==> config.mk <==
export PLATFORM = sky130hd
export DESIGN_NAME = hdmi_video_timing_gen
export DESIGN_NICKNAME = d
export VERILOG_FILES = /design/src/rtl/hdmi_video_timing_gen.sv
export SDC_FILE = /design/constraint.sdc
export NUM_CORES = 1
export LEC_CHECK = 0
export CAP_MARGIN = 20
export CORE_MARGIN = 1.5
export CORE_UTILIZATION = 40
export DETAILED_ROUTE_END_ITERATION = 10
export HOLD_SLACK_MARGIN = 0.05
export PLACE_DENSITY = 0.66
export SLEW_MARGIN = 15
export SYNTH_ARGS = -nofsm -noshare
export SYNTH_HDL_FRONTEND = slang
export SYNTH_SLANG_ARGS = --single-unit
export TNS_END_PERCENT = 50
==> constraint.sdc <==
create_clock -name tx_clk -period 5.1 [get_ports tx_clk]
set_input_delay 0.51 -clock tx_clk [delete_from_list [all_inputs] [get_ports tx_clk]]
set_output_delay 0.51 -clock tx_clk [all_outputs]
set_load 0.005 [all_outputs]
==> src/rtl/hdmi_video_timing_gen.sv <==
// hdmi_video_timing_gen
// Raster generator sitting between the ping-pong line FIFO tx port and the
// HDMI transmitter. Produces hsync/vsync/de, requests one contiguous burst
// of pixels per active line, realigns the returned pixels to DE, substitutes
// FILL_PIX on underflow and keeps sticky error flags plus a saturating
// underflow counter.
// Optional feature: define HDMI_TEST_PATTERN_EN to add the pattern_sel input
// that replaces FIFO video with eight vertical colour bars.
module hdmi_video_timing_gen #(
   parameter int          H_ACTIVE  = 640,
   parameter int          H_FP      = 16,
   parameter int          H_SYNC    = 96,
   parameter int          H_BP      = 48,
   parameter int          V_ACTIVE  = 480,
   parameter int          V_FP      = 10,
   parameter int          V_SYNC    = 2,
   parameter int          V_BP      = 33,
   parameter int          BURST_LEN = 80,
   parameter bit          SYNC_POL  = 1'b0,
   parameter logic [23:0] FILL_PIX  = 24'h000000
) (
   input  logic        tx_clk,
   input  logic        tx_rst_n,
   input  logic        en,
   input  logic        fifo_ready_in,
   output logic        fifo_rd_out,
   input  logic [23:0] fifo_data_in,
   input  logic        fifo_valid_in,
   input  logic        clr_err,
`ifdef HDMI_TEST_PATTERN_EN
   input  logic        pattern_sel,
`endif
   output logic        vid_hsync,
   output logic        vid_vsync,
   output logic        vid_de,
   output logic [23:0] vid_data,
   output logic        frame_start,
   output logic        busy,
   output logic        underflow,
   output logic [15:0] underflow_cnt,
   output logic        spurious
);

   localparam int H_TOTAL = H_ACTIVE + H_FP + H_SYNC + H_BP;
   localparam int V_TOTAL = V_ACTIVE + V_FP + V_SYNC + V_BP;
   localparam int HW      = $clog2(H_TOTAL);
   localparam int VW      = $clog2(V_TOTAL);

   localparam logic [HW-1:0] H_LAST  = HW'(H_TOTAL - 1);
   localparam logic [HW-1:0] H_ACT   = HW'(H_ACTIVE);
   localparam logic [HW-1:0] HS_BEG  = HW'(H_ACTIVE + H_FP);
   localparam logic [HW-1:0] HS_END  = HW'(H_ACTIVE + H_FP + H_SYNC);
   localparam logic [VW-1:0] V_LAST  = VW'(V_TOTAL - 1);
   localparam logic [VW-1:0] V_ACT   = VW'(V_ACTIVE);
   localparam logic [VW-1:0] VS_BEG  = VW'(V_ACTIVE + V_FP);
   localparam logic [VW-1:0] VS_END  = VW'(V_ACTIVE + V_FP + V_SYNC);

   // Bursts from the FIFO must tile an active line exactly.
   if ((H_ACTIVE % BURST_LEN) != 0) begin : g_burst_chk
      $error("H_ACTIVE must be a multiple of BURST_LEN");
   end

   typedef enum logic {S_IDLE, S_RUN} state_t;

   state_t          r_state;
   state_t          w_state_nxt;
   logic            w_run;
   logic [HW-1:0]   r_h_cnt;
   logic [VW-1:0]   r_v_cnt;
   logic            w_h_last;
   logic            w_v_last;
   logic            w_de_r;
   logic            w_hs_r;
   logic            w_vs_r;
   logic            w_first;
   logic            w_pat_cur;
   logic            r_de_s1, r_hs_s1, r_vs_s1, r_first_s1, r_pat_s1;
   logic            r_de_s2, r_hs_s2, r_vs_s2, r_first_s2, r_pat_s2;
   logic            w_uf;
   logic            w_sp;
   logic [23:0]     w_pix;

   assign w_h_last = (r_h_cnt == H_LAST);
   assign w_v_last = (r_v_cnt == V_LAST);

   // State register.
   always_ff @(posedge tx_clk or negedge tx_rst_n) begin
      if (!tx_rst_n) r_state <= S_IDLE;
      else           r_state <= w_state_nxt;
   end

   // Next state: start on a full burst, leave only at the end of a frame.
   always_comb begin
      w_state_nxt = r_state;
      case (r_state)
         S_IDLE: if (en && fifo_ready_in)            w_state_nxt = S_RUN;
         S_RUN:  if (w_h_last && w_v_last && !en)    w_state_nxt = S_IDLE;
      endcase
   end

   // State outputs.
   always_comb begin
      w_run = (r_state == S_RUN);
      busy  = w_run;
   end

   // Raster counters; held at zero while idle so a restart begins at h = v = 0.
   always_ff @(posedge tx_clk or negedge tx_rst_n) begin
      if (!tx_rst_n) begin
         r_h_cnt <= '0;
         r_v_cnt <= '0;
      end else if (!w_run) begin
         r_h_cnt <= '0;
         r_v_cnt <= '0;
      end else if (w_h_last) begin
         r_h_cnt <= '0;
         r_v_cnt <= w_v_last ? '0 : r_v_cnt + 1'b1;
      end else begin
         r_h_cnt <= r_h_cnt + 1'b1;
      end
   end

   // Raw timing decoded straight from the counters, gated so idle is quiet.
   always_comb begin
      w_de_r  = w_run && (r_h_cnt < H_ACT) && (r_v_cnt < V_ACT);
      w_hs_r  = w_run && (r_h_cnt >= HS_BEG) && (r_h_cnt < HS_END);
      w_vs_r  = w_run && (r_v_cnt >= VS_BEG) && (r_v_cnt < VS_END);
      w_first = w_run && (r_h_cnt == '0) && (r_v_cnt == '0);
   end

`ifdef HDMI_TEST_PATTERN_EN
   logic          r_pat_frame;
   logic [HW-1:0] r_hpos_s1;
   logic [HW-1:0] r_hpos_s2;
   logic [2:0]    w_bar_idx;

   localparam logic [HW-1:0] BAR_W = HW'(H_ACTIVE / 8);

   function automatic logic [23:0] f_bar_colour(input logic [2:0] idx);
      case (idx)
         3'd0:    f_bar_colour = 24'hFFFFFF;
         3'd1:    f_bar_colour = 24'hFFFF00;
         3'd2:    f_bar_colour = 24'h00FFFF;
         3'd3:    f_bar_colour = 24'h00FF00;
         3'd4:    f_bar_colour = 24'hFF00FF;
         3'd5:    f_bar_colour = 24'hFF0000;
         3'd6:    f_bar_colour = 24'h0000FF;
         default: f_bar_colour = 24'h000000;
      endcase
   endfunction

   // pattern_sel takes effect only on the first counter slot of a frame.
   assign w_pat_cur = w_first ? pattern_sel : r_pat_frame;

   // Hold the per-frame pattern choice.
   always_ff @(posedge tx_clk or negedge tx_rst_n) begin
      if (!tx_rst_n) r_pat_frame <= 1'b0;
      else           r_pat_frame <= w_pat_cur;
   end

   // Horizontal position follows the timing pipeline for the bar decode.
   always_ff @(posedge tx_clk or negedge tx_rst_n) begin
      if (!tx_rst_n) begin
         r_hpos_s1 <= '0;
         r_hpos_s2 <= '0;
      end else begin
         r_hpos_s1 <= r_h_cnt;
         r_hpos_s2 <= r_hpos_s1;
      end
   end

   assign w_bar_idx = 3'(r_hpos_s2 / BAR_W);

   // Pixel select including the colour-bar source.
   always_comb begin
      w_pix = 24'h000000;
      if (r_de_s2) begin
         if (r_pat_s2)           w_pix = f_bar_colour(w_bar_idx);
         else if (fifo_valid_in) w_pix = fifo_data_in;
         else                    w_pix = FILL_PIX;
      end
   end
`else
   assign w_pat_cur = 1'b0;

   // Pixel select: FIFO data in a DE slot, fill colour when it is missing.
   always_comb begin
      w_pix = 24'h000000;
      if (r_de_s2) w_pix = fifo_valid_in ? fifo_data_in : FILL_PIX;
   end
`endif

   // One contiguous read per active line; the FIFO answers two clocks later.
   assign fifo_rd_out = w_de_r && !w_pat_cur;

   // Timing delay stages s1/s2 so s2 lines up with fifo_valid_in.
   always_ff @(posedge tx_clk or negedge tx_rst_n) begin
      if (!tx_rst_n) begin
         r_de_s1 <= 1'b0; r_hs_s1 <= 1'b0; r_vs_s1 <= 1'b0;
         r_first_s1 <= 1'b0; r_pat_s1 <= 1'b0;
         r_de_s2 <= 1'b0; r_hs_s2 <= 1'b0; r_vs_s2 <= 1'b0;
         r_first_s2 <= 1'b0; r_pat_s2 <= 1'b0;
      end else begin
         r_de_s1 <= w_de_r; r_hs_s1 <= w_hs_r; r_vs_s1 <= w_vs_r;
         r_first_s1 <= w_first; r_pat_s1 <= w_pat_cur;
         r_de_s2 <= r_de_s1; r_hs_s2 <= r_hs_s1; r_vs_s2 <= r_vs_s1;
         r_first_s2 <= r_first_s1; r_pat_s2 <= r_pat_s1;
      end
   end

   // Output register s3 with sync polarity applied.
   always_ff @(posedge tx_clk or negedge tx_rst_n) begin
      if (!tx_rst_n) begin
         vid_de      <= 1'b0;
         vid_data    <= 24'h000000;
         vid_hsync   <= ~SYNC_POL;
         vid_vsync   <= ~SYNC_POL;
         frame_start <= 1'b0;
      end else begin
         vid_de      <= r_de_s2;
         vid_data    <= w_pix;
         vid_hsync   <= r_hs_s2 ? SYNC_POL : ~SYNC_POL;
         vid_vsync   <= r_vs_s2 ? SYNC_POL : ~SYNC_POL;
         frame_start <= r_first_s2;
      end
   end

   // Error detection is suppressed while the colour-bar source is active.
   assign w_uf = r_de_s2 && !fifo_valid_in && !r_pat_s2;
   assign w_sp = fifo_valid_in && !r_de_s2 && !r_pat_s2;

   // Sticky flags and counter; a new error beats a simultaneous clear.
   always_ff @(posedge tx_clk or negedge tx_rst_n) begin
      if (!tx_rst_n) begin
         underflow     <= 1'b0;
         underflow_cnt <= 16'h0000;
         spurious      <= 1'b0;
      end else begin
         if (w_uf) begin
            underflow <= 1'b1;
            if (clr_err)                       underflow_cnt <= 16'h0001;
            else if (underflow_cnt != 16'hFFFF) underflow_cnt <= underflow_cnt + 16'h0001;
         end else if (clr_err) begin
            underflow     <= 1'b0;
            underflow_cnt <= 16'h0000;
         end
         if (w_sp)         spurious <= 1'b1;
         else if (clr_err) spurious <= 1'b0;
      end
   end

endmodule
# Word-level counts from Yosys, hierarchy flattened

Index checks and enable logic that the tools add are counted.

Reduce and logical (&&, ||, !) cells: 22
Bitwise gates (word level): 1
Equality and inequality tests: 4
Add/subtract/negate cells: 3
Order comparisons: 6
Mux-type cells: 19

Operators with widths:

| cell                                                                     | count |
|---|---|
| 16-bit two-way mux                                                       | 4 |
| 10-bit two-way mux                                                       | 5 |
| 24-bit two-way mux                                                       | 2 |
| 10-bit by 1-bit adder with 10-bit output (second input constant)         | 2 |
| 10-bit equality test (second input constant)                             | 2 |
| 10-bit logical NOT                                                       | 2 |
| 10-bit < comparator (second input constant)                              | 2 |
| 10-bit by 9-bit < comparator with 1-bit output (second input constant)   | 2 |
| 16-bit by 1-bit adder with 16-bit output (second input constant)         | 1 |
| 16-bit inequality test (second input constant)                           | 1 |
| 1-bit logical AND                                                        | 13 |
| 10-bit >= comparator (second input constant)                             | 1 |
| 10-bit by 9-bit >= comparator with 1-bit output (second input constant)  | 1 |
| 1-bit two-way mux                                                        | 7 |
| 2-bit nonzero test                                                       | 3 |
| 1-bit logical NOT                                                        | 3 |
| 2-bit by 1-bit inequality test with 1-bit output (second input constant) | 1 |
| 1-bit one-hot mux with 2 select lines                                    | 1 |
| 2-bit AND reduction                                                      | 1 |
| 1-bit inverter                                                           | 1 |

Flip-flop bits (word level): 75
Word-level logic and storage cells: 74
Output and inout bits: 48
Bits of input ports: 30

# Longest topological paths before layout

Gate-level depths: netlist (run 1).

Depth after elaboration: 5
Depth in mapped cells: 6
Mapped depth without buffers: 6

# Worst setup path before layout (run 1)

No wires, ideal clock.

Path type: reg2reg
Start: reg r_h_cnt[7]
End: reg r_v_cnt[8]
Library setup time: 0.125 ns
Arrival: 1.828 ns
Required time: 4.975 ns
Period minus slack after synthesis: 1.953 ns
Buffers on the path: 1
Path slack: 3.147 ns
Stages on the path, launching flop included: 6
Path through: dfrtp_1 buf_6 or3_4 or3_4 nor4_1 mux2_2

Longest elaborated chain between the ends: 2

RTL lines:

| what                                                              | line | text |
|---|---|---|
| start: declaration                                                | 68   | `logic [HW-1:0] r_h_cnt;` |
| start signal: assignment                                          | 119  | `r_h_cnt <= r_h_cnt + 1'b1;` |
| 10-bit equality test                                              | 83   | `assign w_h_last = (r_h_cnt == H_LAST);` |
| 2-bit by 1-bit inequality test with 1-bit output (no source line) | n/a  |  |
| end signal: assignment                                            | 117  | `r_v_cnt <= w_v_last ? '0 : r_v_cnt + 1'b1;` |
| end: declaration                                                  | 69   | `logic [VW-1:0] r_v_cnt;` |

Every way passes these cells.
A chain may end at the register's enable or synchronous reset.

# Worst setup path in the final report (run 1)

Start: reg r_state, in the netlist busy
End: out fifo_rd_out

Longest elaborated chain between the ends: 2

RTL lines:

| what                            | line | text |
|---|---|---|
| start: declaration              | 65   | `state_t r_state;` |
| start signal: assignment        | 89   | `else r_state <= w_state_nxt;` |
| 1-bit logical AND (2 in series) | 125  | `w_de_r = w_run && (r_h_cnt < H_ACT) && (r_v_cnt < V_ACT);` |
| end: declaration                | 26   | `output logic fifo_rd_out,` |

Every way passes these cells.

==> results.sh, run 1 <==
export IMPL_ys_warnings_count=0
export IMPL_diodes=0
export IMPL_cts_root_buffer="clkbuf_8"
export IMPL_finClkSkew_ns=0.0123
export IMPL_die_w_um=94.4
export IMPL_pwr_density_cell_nw_per_um2=300
export IMPL_max_stage_delay_ns=0.87
export IMPL_wl_um=7110
export IMPL_rsz0062_at_grt="false"
export IMPL_area_growth_pct=30.3
export IMPL_drtIter0Drc=84
export IMPL_syn_area_per_cell_um2=10.9
export IMPL_placed_cell_area_um2=4160
export IMPL_ys_types=49
export IMPL_ant_nets=0
export IMPL_cp_slowest_cell="dfrtp_1"
export IMPL_netlist_instances=308
export IMPL_clk_pin_slew_worst_paths_ns=0.08
export IMPL_dieHeight_um=94.4
export IMPL_crit_fanout=29
export IMPL_nNetsFinal=416
export IMPL_critPathRequiredTime_ns=4.59
export IMPL_status="finished, final reports clean"
export IMPL_core_area_um2=8130
export IMPL_synth_enable_flop_cells=0
export IMPL_gr_total_overflow=0
export IMPL_fill_cells=723
export IMPL_min_period_ns=2.70
export IMPL_synth_ff_type="dfrtp_1"
export IMPL_relSlewSlack=0.368
export IMPL_place_congestion=0.817
export IMPL_grtUsageTotal=0.167
export IMPL_dr_pass1_iters=4
export IMPL_cts_resized=0
export IMPL_clockPowerShare=0.337
export IMPL_wire_per_inst_um=14.5
export IMPL_synth_largest_area_cell="dfrtp_1"
export IMPL_grt_pass1_wl_um=11600
export IMPL_row_count=33
export IMPL_path_cells="nor2b_1 -> and3_1 -> clkdlybuf4s50_1"
export IMPL_htree_levels=3
export IMPL_synth_seq_cells=75
export IMPL_antenna_found_initial=0
export IMPL_dpl_cell_count=475
export IMPL_vias=2582
export IMPL_max_slew_worst_pin_slew_ns=0.948
export IMPL_path_delay_family="flip-flops"
export IMPL_ys_seq_area_frac=0.562
export IMPL_maxCapViolCount=0
export IMPL_critPathLaunchType="flip-flop"
export IMPL_dpl_worst_slack_ns=2.13
export IMPL_netlist_top_cells_count="73 x dfrtp_1, 29 x and3_1, 18 x nand2_1"
export IMPL_cts_tree="done"
export IMPL_hold_class="primary input to async pin"
export IMPL_setup_viol=0
export IMPL_p_comb_frac=0.133
export IMPL_path_buf_inv=1
export IMPL_swShare=0.275
export IMPL_post_cts_repair_setup_buffers=0
export IMPL_synth_area_leaders="dfrtp_1 55%, and3_1 5.4%, nand4_1 2.8%, nand3_1 2.1%, nand2_1 2.0%"
export IMPL_p_leak_nw=1.88
export IMPL_start_util=0.411
export IMPL_fin_cells=491
export IMPL_dpl_hpwl_um=4770
export IMPL_dieArea_um2=8910
export IMPL_reg2regPathDepth=4
export IMPL_yosysTopAreaCellShare=0.547
export IMPL_path_depth=3
export IMPL_syn_num_nets=343
export IMPL_timing_final_crit_share=0.530
export IMPL_internal_power_w=0.000948
export IMPL_slew_violations=0
export IMPL_io_buffers=77
export IMPL_hold_violations=0
export IMPL_grt_max_degree=76
export IMPL_endpoint_kind="output port"
export IMPL_final_layout_size_suffix_gt1_frac=0.0777
export IMPL_fin_ws_ns=2.40
export IMPL_path_class="flip-flop to output port"
export IMPL_cts_made_buffers=9
export IMPL_seqPwrFrac=0.530
export IMPL_drc_errors=0
export IMPL_grt_pass1_vias=2349
export IMPL_cts_sinks=75
export IMPL_async_flop_share=1.00
export IMPL_viasPerCell=5.26
export IMPL_fin_tns_setup_ns=0
export IMPL_fmax_mhz=370
export IMPL_clock_latency_ns=0.34
export IMPL_synth_area_um2=3340
export IMPL_yosysMostFrequentCell="dfrtp_1"
export IMPL_clockBufferDepth=2
export IMPL_peakVddDrop_uv=131
export IMPL_p_sw_w=0.000359
export IMPL_cp_data_arrival_time_ns=2.19
export IMPL_io_pins=78
export IMPL_cts_hold_buffers=0
export IMPL_stdcell_area_um2=4360
## cell type report
cell class                      instances  area (um^2)  share of cell area
Clock buffer                           11          151              0.0348
Clock inverter                          5         42.5             0.00977
Inverter                               12         45.0              0.0103
Multi-Input combinational cell        206         1340               0.307
Sequential cell                        75         1880               0.431
Tap cell                              105          131              0.0302
Timing Repair Buffer                   77          768               0.176
## power by group through the flow
stage          clock [W]  combinational (W)  sequential [W]
2_1_floorplan          0           0.000126        0.000675
3_3_place_gp           0           0.000172        0.000701
3_5_place_dp           0           0.000176        0.000703
4_1_cts         0.000453           0.000177        0.000692
5_1_grt         0.000477           0.000196        0.000700
6_report        0.000440           0.000174        0.000693
## cells in the final DEF, fill, tap and decap left out, drive strengths merged, types with 3 or more instances in the layout
cell type	n
or4	3
or3	7
clkdlybuf4s50	76
nand2	18
xnor2	7
xor2	3
nand4	16
nor4	10
o21ai	9
mux2	3
nor3	8
nor2b	5
ha	5
clkbuf	11
mux2i	3
and2	5
nand3b	3
nand3	14
nor4b	3
dfrtp	73
o211ai	4
and3	29
a21oi	10
inv	14
nor2	16
nand4b	3
## sequential cells by signal (all words and copies together) (netlist names)
signal	flops
r_de_s2	1
r_hs_s2	1
vid_hsync	1
r_hs_s1	1
r_de_s1	1
frame_start	1
r_vs_s2	1
busy	1
r_first_s1	1
r_vs_s1	1
vid_de	1
r_first_s2	1
underflow_cnt	16
vid_vsync	1
r_h_cnt	10
underflow	1
vid_data	24
r_v_cnt	10
spurious	1
## worst paths after layout
kind,startpoint,endpoint,slack [ns]
min in group tx_clk,r_hs_s1,r_hs_s2,0.35
max in group asynchronous,tx_rst_n,r_h_cnt[6],4.18
min reg2reg,r_hs_s1,r_hs_s2,0.35
max,busy,fifo_rd_out,2.40
min,tx_rst_n,vid_data[23],0.30
max reg2reg,r_de_s2,underflow_cnt[9],2.80
## kinds of logic (layout without fill, tap and decap cells)
logic type               Yosys count  after routing  synth area share
AND/OR/NAND/NOR                  149            149             0.267
flip-flops                        75             75             0.562
AO/OA/AOI/OAI                     36             36            0.0689
buffers and inverters             27            105            0.0374
XOR/XNOR                          10             10            0.0262
multiplexers                       6              6            0.0191
adder cells (fa/ha/maj)            5              5            0.0187
## layer usage
metal,part of all wire,GRT usage,vias to the layer above
li1,-,-,1261
met1,0.48,0.232,1247
met2,0.45,0.255,66
met3,0.053,0.0395,8
met4,0.013,0.0597,0
met5,0,0,-
## worst register-to-register path: stages (launching register included)
cell and delay (ns):
dfrtp_1 0.76, nand2b_1 0.36, or2_2 0.42, nor4b_1 0.27, mux2_2 0.37
## through the flow
| step | hold slack, ns | total power [W] | util |
|---|---|---|---|
| 2_1_floorplan | 0.214 | 0.000801 | - |
| 3_3_place_gp | 0.331 | 0.000873 | 0.512 |
| 3_5_place_dp | 0.336 | 0.000879 | 0.512 |
| 4_1_cts | 0.343 | 0.00132 | 0.535 |
| 5_1_grt | 0.353 | 0.00137 | 0.535 |
| 6_report | 0.300 | 0.00131 | 0.535 |
Power figures use the tool's default switching activity.
==> run 2, diff against run 1 <==
clock period = 2.8 ns   (was 5.1 ns; I/O delays follow)
==> results.sh, run 2 (synthesis gave the netlist of run 1 again) <==
export IMPL_status="finished, final reports clean"
export IMPL_grt_max_degree=76
export IMPL_gr_total_overflow=0
export IMPL_path_class="flip-flop to flip-flop"
export IMPL_hold_class="primary input to async pin"
export IMPL_die_w_um=94.4
export IMPL_htree_levels=3
export IMPL_reg_largest_list="vid_data x24, underflow_cnt x16"
export IMPL_layout_common_cells="76 x clkdlybuf4s50_1, 73 x dfrtp_1, 29 x and3_1"
export IMPL_maxCapViolCount=0
export IMPL_path_cells="ha_1 -> nand4_1 -> or3_4 -> nor4_1 -> mux2_2"
export IMPL_fill_cells=753
export IMPL_endpoint_kind="flip-flop"
export IMPL_multi_input_area_um2=1340
export IMPL_grt_pass1_vias=2460
export IMPL_clk_pin_slew_worst_paths_ns=0.08
export IMPL_place_congestion=0.842
export IMPL_wl_um=7290
export IMPL_final_common_cell="clkdlybuf4s50_1"
export IMPL_cp_data_arrival_time_ns=2.36
export IMPL_diodes=0
export IMPL_swShare=0.272
export IMPL_dieHeight_um=94.4
export IMPL_critPathLaunchType="flip-flop"
export IMPL_dieArea_um2=8910
export IMPL_nNetsFinal=422
export IMPL_path_delay_family="simple AND/OR/NAND/NOR gates"
export IMPL_path_buf_inv=0
export IMPL_io_buffers=77
export IMPL_p_comb_frac=0.136
export IMPL_finClkSkew_ns=0.0128
export IMPL_viasPerCell=5.24
export IMPL_final_layout_size_suffix_gt1_frac=0.0918
export IMPL_pwr_density_cell_nw_per_um2=538
export IMPL_wire_per_inst_um=14.7
export IMPL_wl_met3_um=389
export IMPL_peakVddDrop_uv=285
export IMPL_relSlewSlack=0.378
export IMPL_cts_made_buffers=9
export IMPL_wl_met1_um=3510
export IMPL_crit_fanout=12
export IMPL_ant_nets=0
export IMPL_largest_reg_flops=24
export IMPL_setup_viol=0
export IMPL_dpl_hpwl_um=4880
export IMPL_cts_root_buffer="clkbuf_8"
export IMPL_cp_slowest_cell="or3_4"
export IMPL_max_slew_worst_pin_slew_ns=0.933
export IMPL_start_util=0.411
export IMPL_fin_cells=497
export IMPL_dr_pass1_iters=4
export IMPL_cts_hold_buffers=0
export IMPL_timing_final_crit_share=0.760
export IMPL_cts_tree="done"
export IMPL_clock_latency_ns=0.35
export IMPL_p_sw_w=0.000643
export IMPL_p_leak_nw=1.90
export IMPL_cts_sinks=75
export IMPL_row_count=33
export IMPL_seqPwrFrac=0.532
export IMPL_rsz0062_at_grt="false"
export IMPL_antenna_found_initial=0
export IMPL_fin_tns_setup_ns=0
export IMPL_slew_violations=0
export IMPL_cts_resized=0
export IMPL_vias=2604
export IMPL_core_area_um2=8130
export IMPL_clockPowerShare=0.332
export IMPL_drtIter0Drc=118
export IMPL_critPathRequiredTime_ns=3.03
export IMPL_grtUsageTotal=0.176
export IMPL_hold_violations=0
export IMPL_grt_pass1_wl_um=12100
export IMPL_top_layer="met4"
export IMPL_max_stage_delay_ns=0.50
export IMPL_wl_met2_um=3290
export IMPL_area_growth_pct=31.5
export IMPL_drc_errors=0
export IMPL_io_pins=78
export IMPL_fmax_mhz=470
export IMPL_top_register="vid_data"
export IMPL_min_period_ns=2.13
export IMPL_clockBufferDepth=2
export IMPL_post_cts_repair_setup_buffers=0
export IMPL_internal_power_w=0.00172
export IMPL_final_seq_area_um2=1880
export IMPL_dpl_cell_count=481
[run 2: cell count changes in the layout (fill, tap and decap cells not counted)]
cell	change
clkinv_2	+1
clkinv_4	-2
clkinvlp_4	+2
buf_4	+6
inv_6	-1
[run 2: path summary, 6_finish.rpt]
check	start	depth (start not counted)	slack (ns)	endpoint
hold reg to reg	r_first_s1	0	0.35	r_first_s2
setup reg to reg	r_h_cnt[0]	5	0.67	r_v_cnt[8]
hold / removal	tx_rst_n	1	0.06	vid_data[22]
setup / recovery	r_h_cnt[0]	5	0.67	r_v_cnt[8]
min in group tx_clk	r_first_s1	0	0.35	r_first_s2
max in group asynchronous	tx_rst_n	1	2.13	vid_data[14]
[run 2: stage by stage]
step	setup slack, ns	power, W	hold WS (ns)	utilization	cell area (um^2)
6_report	0.673	0.00236	0.0632	0.540	4390
5_1_grt	0.593	0.00249	0.152	0.540	4390
4_1_cts	0.674	0.00240	0.0964	0.540	4390
3_5_place_dp	0.665	0.00160	0.335	0.517	4210
3_3_place_gp	0.682	0.00159	0.333	0.517	4210
2_1_floorplan	0.847	0.00146	-0.0156	-	3340
[run 2: worst reg2reg max path: stages, from the launching register on]
cell and delay [ns]:
dfrtp_1 0.41, ha_1 0.25, nand4_1 0.18, or3_4 0.50
nor4_1 0.32, mux2_2 0.37
[run 2: layer usage]
layer,global-route usage,up-vias
li1,-,1274
met1,0.246,1256
met2,0.267,64
met3,0.0370,10
met4,0.0746,0
met5,0,-
[run 2: layout make-up]
class	instances	share of cell area
timing repair buffer	83	0.185
inverter	12	0.0103
clock inverter	5	0.00826
sequential	75	0.428
tap	105	0.0299
clock buffer	11	0.0345
multi-input combinational	206	0.304
[run 2: power groups by stage]
stage / clock network (W) / registers [W] / logic [W]
floorplan: 0 / 0.00123 / 0.000230
finish: 0.000784 / 0.00126 / 0.000322
global route: 0.000850 / 0.00127 / 0.000368
detailed placement: 0 / 0.00128 / 0.000325
CTS: 0.000811 / 0.00126 / 0.000328
global placement: 0 / 0.00127 / 0.000321
==> run 3, diff against run 2 <==
PLACE_DENSITY = 0.69   (was 0.66)
clock period = 1.8 ns   (was 2.8 ns; I/O delays follow)
==> results.sh, run 3 (synthesis gave the netlist of run 1 again) <==
export IMPL_internal_power_w=0.00291
export IMPL_violations="negative setup slack"
export IMPL_path_buf_inv=0
export IMPL_dr_pass1_iters=4
export IMPL_final_util=0.584
export IMPL_cts_sinks=75
export IMPL_place_congestion=0.796
export IMPL_vias=2797
export IMPL_cts_root_buffer="clkbuf_8"
export IMPL_hold_class="primary input to async pin"
export IMPL_clk_pin_slew_worst_paths_ns=0.08
export IMPL_hold_violations=0
export IMPL_clockPowerShare=0.344
export IMPL_area_growth_pct=42.2
export IMPL_cp_slowest_cell="dfrtp_1"
export IMPL_core_area_um2=8130
export IMPL_dpl_hpwl_um=5570
export IMPL_rsz0062_at_grt="true"
export IMPL_timing_final_crit_share=1.02
export IMPL_nNetsFinal=461
export IMPL_min_period_ns=1.84
export IMPL_largest_reg_flops=24
export IMPL_p_leak_nw=2.11
export IMPL_grtUsageTotal=0.194
export IMPL_diodes=0
export IMPL_viasPerCell=5.22
export IMPL_seqPwrFrac=0.466
export IMPL_setup_viol=3
export IMPL_wire_per_inst_um=14.8
export IMPL_endpoint_kind="flip-flop"
export IMPL_path_cells="or3_4 -> or3_4 -> nor4_4 -> mux2_4"
export IMPL_clockBufferDepth=2
export IMPL_grt_pass1_wl_um=13300
export IMPL_row_count=33
export IMPL_critPathRequiredTime_ns=2.05
export IMPL_swShare=0.271
export IMPL_path_class="flip-flop to flip-flop"
export IMPL_max_stage_delay_ns=0.40
export IMPL_io_pins=78
export IMPL_dieArea_um2=8910
export IMPL_final_common_cell="clkdlybuf4s50_1"
export IMPL_layout_common_cells="75 x clkdlybuf4s50_1, 71 x dfrtp_1, 44 x buf_4"
export IMPL_antenna_found_initial=0
export IMPL_reg_largest_list="vid_data x24, underflow_cnt x16"
export IMPL_ant_nets=0
export IMPL_grt_max_degree=37
export IMPL_dieHeight_um=94.4
export IMPL_cp_data_arrival_time_ns=2.08
export IMPL_die_w_um=94.4
export IMPL_maxCapViolCount=0
export IMPL_clock_latency_ns=0.36
export IMPL_fin_ws_ns=-0.0378
export IMPL_cts_tree="done"
export IMPL_critPathLaunchType="flip-flop"
export IMPL_finClkSkew_ns=0.00640
export IMPL_start_util=0.411
export IMPL_final_layout_size_suffix_gt1_frac=0.190
export IMPL_cts_made_buffers=9
export IMPL_status="finished, violations left"
export IMPL_p_sw_w=0.00108
export IMPL_slew_violations=0
export IMPL_top_register="vid_data"
export IMPL_htree_levels=3
export IMPL_pwr_density_cell_nw_per_um2=841
export IMPL_p_comb_frac=0.189
export IMPL_crit_fanout=4
export IMPL_fmax_mhz=544
export IMPL_io_buffers=77
export IMPL_max_slew_worst_pin_slew_ns=0.461
export IMPL_drtIter0Drc=102
export IMPL_peakVddDrop_uv=359
export IMPL_cpMostUsedCell="or3_4"
export IMPL_drc_errors=0
export IMPL_total_power_w=0.00400
export IMPL_gr_total_overflow=0
export IMPL_path_delay_family="simple AND/OR/NAND/NOR gates"
export IMPL_wl_um=7950
export IMPL_grt_pass1_vias=2751
export IMPL_relSlewSlack=0.691
==> run 3: cell types whose count changed in the layout (fill, tap and decap cells not counted), moves of 2 or more <==
cell | previous run | this run
buf_4 | 7 | 44
nor3_2 | 0 | 2
nor3_1 | 8 | 6
dfrtp_1 | 73 | 71
inv_6 | 1 | 3
dfrtp_2 | 0 | 2
==> run 3: layout make-up <==
cell class / instances / area (um^2)
well taps: 105 / 131
repair buffers: 122 / 1110
clock buffers: 10 / 138
fillers: 680 / 3380
flip-flops and latches: 75 / 1880
clock inverters: 6 / 71.3
inverters: 12 / 45.0
multi-input cells: 206 / 1380
==> run 3: through the flow <==
step	std cells	TNS, ns	cell area [um^2]	worst slack [ns]	hold WS (ns)
2_1_floorplan	308	-0.318	3350	-0.147	-0.116
3_3_place_gp	518	-0.195	4490	-0.0790	0.164
3_5_place_dp	518	-0.288	4490	-0.0852	0.179
4_1_cts	536	-0.0112	4730	-0.0112	0.335
5_1_grt	536	-0.461	4750	-0.0865	0.364
6_report	536	-0.0657	4750	-0.0378	0.311
==> run 3: final timing paths <==
kind / end / depth (start not counted) / from / slack [ns]
setup / recovery: r_v_cnt[8] / 4 / r_h_cnt[7] / -0.04
hold / removal: vid_data[22] / 2 / tx_rst_n / 0.31
setup reg to reg: r_v_cnt[8] / 4 / r_h_cnt[7] / -0.04
hold reg to reg: frame_start / 0 / r_first_s2 / 0.35
max in group asynchronous: vid_vsync / 3 / tx_rst_n / 0.83
min in group tx_clk: frame_start / 0 / r_first_s2 / 0.35
==> run 3: timing repair <==
action	4_1_cts	5_1_grt
pin swaps	3	5
hold buffers	1	0
endpoints found under the setup margin	5	19
endpoints found under the hold margin	32	0
setup buffers	1	0
resized for setup	3	8
==> run 3: worst reg2reg max path, delay by kind of cell (launching register included) <==
family           cells  cell delay [ns]
flip-flops           1             0.40
AND/OR/NAND/NOR      3             1.01
multiplexers         1             0.32
==> run 3: per-layer routing <==
metal  track usage  up-vias  routed length, um
met3        0.0338       10                468
met2         0.316       78               3920
met4        0.0883        0                121
met1         0.251     1355               3450
met5             0        -                  0
li1              -     1354                  -
==> run 3: power groups by stage <==
stage / registers [W] / logic [W] / clock network [W]
finish: 0.00186 / 0.000757 / 0.00138
global route: 0.00188 / 0.000831 / 0.00148
CTS: 0.00186 / 0.000761 / 0.00141
detailed placement: 0.00189 / 0.000756 / 0
global placement: 0.00189 / 0.000731 / 0
floorplan: 0.00191 / 0.000358 / 0
